$ cat src/rtl/branch_sequencer.sv
// ---------------------------------------------------------------------------
// branch_sequencer
//
// Multi-cycle instruction sequencer for the RISC core. Owns the program
// counter, the return-address register and the latched ALU condition flags.
// Fetches one instruction at a time, hands non-branch instructions to the ALU
// and resolves branch / call / return opcodes into the next PC.
//
// Ports
//   clk, rst        rising-edge clock, synchronous active-high reset
//   run             level: leave IDLE and keep fetching while high
//   imem_req/addr   fetch request (addr = pc), held until imem_ack
//   imem_ack/data   one-cycle fetch completion with the instruction word
//   instr           latched instruction word for the decoder
//   opcode          decoded opcode (valid from DECODE onward)
//   is_branch       decoded instruction is a branch / call / ret
//   offset_L        signed 25-bit branch offset
//   reg_value       rs read value used by "br rs"
//   alu_start       one-cycle ALU start pulse
//   alu_done        ALU result and flags valid
//   zflag, carryflag, signflag, overflowflag   ALU flags, sampled on alu_done
//   pc, ra          program counter, return-address register
//   flags           latched {v,s,c,z}
//   retire          one-cycle pulse per completed instruction
//   halted          sticky error halt after an ALU timeout
//   state_dbg       current FSM state
//
// Handshakes: imem_req is a request level that stays high in FETCH until the
// cycle in which imem_ack is seen; instr is captured on that same edge and
// the request drops with it. alu_start is a single-cycle pulse issued in
// DECODE; the sequencer then waits in EXEC for alu_done, which is only
// honoured while in EXEC. Acks arriving in any other state are ignored.
// ---------------------------------------------------------------------------
module branch_sequencer #(
    parameter logic [31:0] RESET_PC    = 32'h0000_0000,
    parameter int          ALU_TIMEOUT = 16
) (
    input  logic        clk,
    input  logic        rst,
    input  logic        run,
    output logic        imem_req,
    output logic [31:0] imem_addr,
    input  logic        imem_ack,
    input  logic [31:0] imem_data,
    output logic [31:0] instr,
    input  logic [6:0]  opcode,
    input  logic        is_branch,
    input  logic [24:0] offset_L,
    input  logic [31:0] reg_value,
    output logic        alu_start,
    input  logic        alu_done,
    input  logic        zflag,
    input  logic        carryflag,
    input  logic        signflag,
    input  logic        overflowflag,
    output logic [31:0] pc,
    output logic [31:0] ra,
    output logic [3:0]  flags,
    output logic        retire,
    output logic        halted,
    output logic [2:0]  state_dbg
);

    localparam logic [2:0] S_IDLE   = 3'd0;
    localparam logic [2:0] S_FETCH  = 3'd1;
    localparam logic [2:0] S_DECODE = 3'd2;
    localparam logic [2:0] S_EXEC   = 3'd3;
    localparam logic [2:0] S_UPDATE = 3'd4;
    localparam logic [2:0] S_HALT   = 3'd5;

    localparam logic [6:0] OP_B    = 7'b1000000;
    localparam logic [6:0] OP_BR   = 7'b1000001;
    localparam logic [6:0] OP_BZ   = 7'b1000010;
    localparam logic [6:0] OP_BNZ  = 7'b1000011;
    localparam logic [6:0] OP_BCY  = 7'b1000100;
    localparam logic [6:0] OP_BNCY = 7'b1000101;
    localparam logic [6:0] OP_BS   = 7'b1000110;
    localparam logic [6:0] OP_BNS  = 7'b1000111;
    localparam logic [6:0] OP_BV   = 7'b1001000;
    localparam logic [6:0] OP_BNV  = 7'b1001001;
    localparam logic [6:0] OP_CALL = 7'b1001010;
    localparam logic [6:0] OP_RET  = 7'b1001011;

    localparam int CW = $clog2(ALU_TIMEOUT + 1);

    logic [2:0]    state;
    logic [CW-1:0] exec_cnt;
    logic          br_q;       // instruction in flight is a branch-class op
    logic [31:0]   seq_pc;
    logic [31:0]   tgt_pc;
    logic [31:0]   next_pc;
    logic          is_call;

    // flags register layout is {v,s,c,z}
    logic f_z, f_c, f_s, f_v;
    assign f_z = flags[0];
    assign f_c = flags[1];
    assign f_s = flags[2];
    assign f_v = flags[3];

    assign seq_pc = pc + 32'd1;
    assign tgt_pc = seq_pc + {{7{offset_L[24]}}, offset_L};
    assign is_call = br_q && (opcode == OP_CALL);

    // Next-PC selection. Conditions come from the latched flags only, so a
    // branch sees the flags of the last completed ALU op, not live inputs.
    always_comb begin
        next_pc = seq_pc;
        if (br_q) begin
            case (opcode)
                OP_B:    next_pc = tgt_pc;
                OP_BR:   next_pc = reg_value;
                OP_BZ:   next_pc = f_z  ? tgt_pc : seq_pc;
                OP_BNZ:  next_pc = !f_z ? tgt_pc : seq_pc;
                OP_BCY:  next_pc = f_c  ? tgt_pc : seq_pc;
                OP_BNCY: next_pc = !f_c ? tgt_pc : seq_pc;
                OP_BS:   next_pc = f_s  ? tgt_pc : seq_pc;
                OP_BNS:  next_pc = !f_s ? tgt_pc : seq_pc;
                OP_BV:   next_pc = f_v  ? tgt_pc : seq_pc;
                OP_BNV:  next_pc = !f_v ? tgt_pc : seq_pc;
                OP_CALL: next_pc = tgt_pc;
                OP_RET:  next_pc = ra;
                default: next_pc = seq_pc;
            endcase
        end
    end

    always_ff @(posedge clk) begin
        if (rst) begin
            state    <= S_IDLE;
            pc       <= RESET_PC;
            ra       <= 32'd0;
            flags    <= 4'd0;
            instr    <= 32'd0;
            exec_cnt <= '0;
            br_q     <= 1'b0;
        end else begin
            case (state)
                S_IDLE: begin
                    if (run) state <= S_FETCH;
                end
                S_FETCH: begin
                    if (imem_ack) begin
                        instr <= imem_data;
                        state <= S_DECODE;
                    end
                end
                S_DECODE: begin
                    br_q     <= is_branch;
                    // first EXEC cycle is counted as cycle 1
                    exec_cnt <= CW'(1);
                    state    <= is_branch ? S_UPDATE : S_EXEC;
                end
                S_EXEC: begin
                    if (alu_done) begin
                        flags <= {overflowflag, signflag, carryflag, zflag};
                        state <= S_UPDATE;
                    end else if (exec_cnt == CW'(ALU_TIMEOUT)) begin
                        state <= S_HALT;
                    end else begin
                        exec_cnt <= exec_cnt + CW'(1);
                    end
                end
                S_UPDATE: begin
                    pc <= next_pc;
                    if (is_call) ra <= seq_pc;
                    state <= run ? S_FETCH : S_IDLE;
                end
                S_HALT: begin
                    state <= S_HALT;
                end
                default: state <= S_IDLE;
            endcase
        end
    end

    // Outputs are decoded from the state register, so they reset with it.
    assign imem_req  = (state == S_FETCH);
    assign imem_addr = pc;
    assign alu_start = (state == S_DECODE) && !is_branch;
    assign retire    = (state == S_UPDATE);
    assign halted    = (state == S_HALT);
    assign state_dbg = state;

endmodule

$ cat config.mk
export PLATFORM = sky130hd
export DESIGN_NAME = branch_sequencer
export DESIGN_NICKNAME = d
export VERILOG_FILES = /design/src/rtl/branch_sequencer.sv
export SDC_FILE = /design/constraint.sdc
export NUM_CORES = 1
export LEC_CHECK = 0
export CAP_MARGIN = 0
export CORE_ASPECT_RATIO = 1.1
export CORE_MARGIN = 5
export CORE_UTILIZATION = 41
export DETAILED_ROUTE_END_ITERATION = 12
export PLACE_DENSITY = 0.69
export SETUP_SLACK_MARGIN = 0.05
export SLEW_MARGIN = 10
export SYNTH_ARGS = -nofsm -noshare
export SYNTH_HDL_FRONTEND = slang
export SYNTH_SLANG_ARGS = --single-unit
$ cat constraint.sdc
create_clock -name clk -period 4.1 [get_ports clk]
set_input_delay 0.82 -clock clk [delete_from_list [all_inputs] [get_ports clk]]
set_output_delay 0.82 -clock clk [all_outputs]
set_load 0.005 [all_outputs]
==> flow_summary.ini <==
[outcome]
status = finished, final reports clean

[global_route]
grt.total_usage = 0.2417
antenna_found_initial = 0
grt_pass1_vias = 7948
grt_pass1_wl_mm = 42.55
grt.overflow.total = 0
grt_max_degree = 60

[route]
wire_per_inst_um = 18.47
ant_nets = 0
drt_iter0_drc = 645
met2_length_mm = 13.08
vias = 8234
drc = 0
met1_length_mm = 11.88
routed_via_density = 5.582
wirelength_mm = 27.24
dr.pass1.iters = 6
dr.max_layer_used = met4
wl_met3_mm = 1.535

[clock_network]
cts_setup_buffers = 0
clockBufferDepth = 2
clkTransAtPathRegs_ns = 0.08
clock-sinks = 109
tritoncts = done
cts_max_level = 3
clockRootBuffer = clkbuf_16
numCtsBuffers = 9
clk_latency_ns = 0.36

[timing]
report.final.hold_viol_count = 0
grt_setup_unrepaired = no
finalCritPeriodShare = 0.9296
setup-tns-final_ns = 0
slew_headroom = 0.2715
final.min_clock_period_ns = 3.811
drv_slew = 0
setup_viol = 0
fin_worst_skew_ns = 0.01100
timing.fmax_ghz = 0.2624
worstMarginPinSlew_ns = 1.090

[finish]
seq_area_um2 = 2182
drive_above_1_share = 0.06494
areaGrowthSynthToFinish_pct = 37.12
nets = 1374
multi_input_area_um2 = 4954
num_antenna_cells = 0
fillers = 1797

[critical_path]
cp.arrival_ns = 4.01
crit_family = simple AND/OR/NAND/NOR gates
crit_start = imem_addr[3]$_SDFFE_PP0P_
cp.required_ns = 4.30
slowest_stage = dfxtp_1
path_buf_inv = 1
worstSetupStartpointType = register
path_max_fanout = 7
setup.worst_path.class = reg2reg
crit_chain = and4_1, and4_4, nand3_4, nor2_1, nand3_1, xor2_2, inv_1, ha_1, and3_1, and3_1, a32oi_2, nand2_1, xor2_1, a2111oi_0, a2111oi_1
worst_path_most_repeated_cell = and3_1
r2r_start = imem_addr[3]$_SDFFE_PP0P_
slowest_delay_ns = 0.47
cp-end-kind = register

[die]
core_um2 = 18480
die_area_um2 = 21740
start_util = 0.4190
rows = 52
die_h_um = 154.1
num_io_pins = 245
die_x_um = 141.0

[worst_hold_path]
hp-class = reg2reg
hold_start = instr[11]$_SDFFE_PP0P_

[synth]
syn_area_per_cell_um2 = 7.488
synth.net_count = 1181
synth_warnings = 0
synth_edf_count = 0
netlist_instances = 1034
synth_area_um2 = 7742
ys_async_sr_fraction = 0
postSynthRegisterBits = 109
synth-main-ff-cell = dfxtp_1
seq_area_frac_synth = 0.2818
yosysUniqueCellTypes = 72

[power_and_ir_drop]
power_mw = 2.970
leakagePower_nw = 4.144
irDropWorstVdd_uv = 186.2
power_density_nw_per_um2 = 279.7

[place]
place_congestion = 0.9234
dp_hpwl_mm = 20.24
io_buffer_count = 244

[run]
max-cap-violations = 0
==> synth_stat cells (all sizes together) (2+ instances only) <==
library cell / number / area [um^2]
inv: 34 / 127.6
buf: 44 / 326.6
a21oi: 89 / 445.4
o21bai: 5 / 37.54
mux2i: 10 / 100.1
a222oi: 11 / 110.1
xor2: 28 / 252.8
a221oi: 10 / 87.58
o21a: 5 / 37.54
or3: 3 / 18.77
or2: 3 / 18.77
nand2b: 7 / 43.79
nor3b: 4 / 30.03
o21ai: 47 / 235.2
a31oi: 4 / 25.02
and3: 16 / 102.6
o221ai: 10 / 93.84
a211o: 5 / 43.79
a211oi: 25 / 192.7
dfxtp: 109 / 2182
o32ai: 4 / 35.03
o22ai: 4 / 25.02
nor4b: 3 / 26.28
nor3: 40 / 205.2
nand3: 29 / 170.2
a221o: 2 / 20.02
a32oi: 2 / 17.52
a2111oi: 4 / 35.03
and2: 6 / 37.54
nand2: 127 / 476.7
nor2b: 3 / 18.77
clkbuf: 55 / 206.5
nor2: 130 / 488.0
xnor2: 32 / 287.8
ha: 40 / 500.5
a22oi: 20 / 150.1
nor4: 4 / 40.04
and4: 4 / 37.54
nand4: 16 / 115.1
nand3b: 3 / 22.52
a21o: 21 / 157.7
==> state kept, by name, summed over array words and instances (netlist names) <==
signal and flops:
flags 4, ra 32, state_dbg 3, exec_cnt 5, instr 32, br_q 1, imem_addr 32
==> where the power goes <==
group	total, mW	internal [mW]	switching [mW]	leakage (nW)
clock	1.01	0.546	0.460	0.159
combinational	0.780	0.398	0.382	3.10
sequential	1.18	1.12	0.0652	0.881
==> metrics by stage <==
step             util  std cells  hold slack [ns]  instance area (um^2)  worst slack (ns)
2_1_floorplan       -       1034           0.4527                  7742            0.5109
3_3_place_gp   0.5543       1459           0.4408                 10240            0.2218
3_5_place_dp   0.5543       1459           0.4453                 10240            0.1586
4_1_cts        0.5723       1475           0.4573                 10570            0.2368
5_1_grt        0.5746       1475           0.4693                 10620           0.04852
6_report       0.5746       1475           0.4545                 10620            0.2886
==> final timing paths <==
| kind | end | slack [ns] | depth (start not counted) |
|---|---|---|---|
| max | imem_addr[19]$_SDFFE_PP0P_ | 0.29 | 15 |
| min reg2reg | instr[11]$_SDFFE_PP0P_ | 0.45 | 2 |
| max reg2reg | imem_addr[19]$_SDFFE_PP0P_ | 0.29 | 15 |
| min | instr[11]$_SDFFE_PP0P_ | 0.45 | 2 |
==> worst reg2reg max path: stages, from the launching register on <==
cell	delay, ns
dfxtp_1	0.47
and4_1	0.30
and4_4	0.30
nand3_4	0.14
nor2_1	0.17
nand3_1	0.15
xor2_2	0.21
inv_1	0.09
ha_1	0.34
and3_1	0.22
and3_1	0.19
a32oi_2	0.21
nand2_1	0.10
xor2_1	0.18
a2111oi_0	0.47
a2111oi_1	0.10
==> repair_timing <==
item | in CTS | in global routing
hold buffers | 0 | 0
setup endpoints to repair | 0 | 5
resized for setup | 0 | 9
==> area by class of cell <==
cell class / instances / share of cell area
clock inverter: 7 / 0.01002
tap: 243 / 0.02864
clock buffer: 9 / 0.02121
sequential: 109 / 0.2055
timing repair buffer: 281 / 0.2560
multi-input combinational: 792 / 0.4666
inverter: 34 / 0.01202
==> routing by layer <==
layer,up-vias,global-route usage
li1,4048,-
met1,3827,0.3175
met2,307,0.4088
met3,52,0.02610
met4,0,0.08906
met5,-,0
==> cells by family after synthesis <==
group / count (synthesis) / synth area share
xor+xnor: 60 / 0.06981
simple gates: 402 / 0.2439
buf+inv: 133 / 0.08532
fa+ha+maj: 41 / 0.06723
mux: 11 / 0.01487
compound gates: 278 / 0.2371
flops: 109 / 0.2818
==> cells in the final DEF, fill, tap and decap left out, drive strengths merged, types with 5 or more instances in the layout <==
cell,synthesis,routed
a211o,5,5
dfxtp,109,109
buf,44,38
o21bai,5,5
mux2i,10,10
o21a,5,5
and2,6,6
ha,40,40
xnor2,32,32
inv,34,35
o221ai,10,10
o21ai,47,47
nand3,29,29
a21o,21,21
nand4,16,16
and3,16,16
xor2,28,28
a222oi,11,11
a22oi,20,20
nand2b,7,7
clkbuf,55,9
nor3,40,40
a211oi,25,25
a21oi,89,89
a221oi,10,10
clkdlybuf4s50,0,243
nand2,127,127
nor2,130,130
Power figures use the tool's default switching activity.
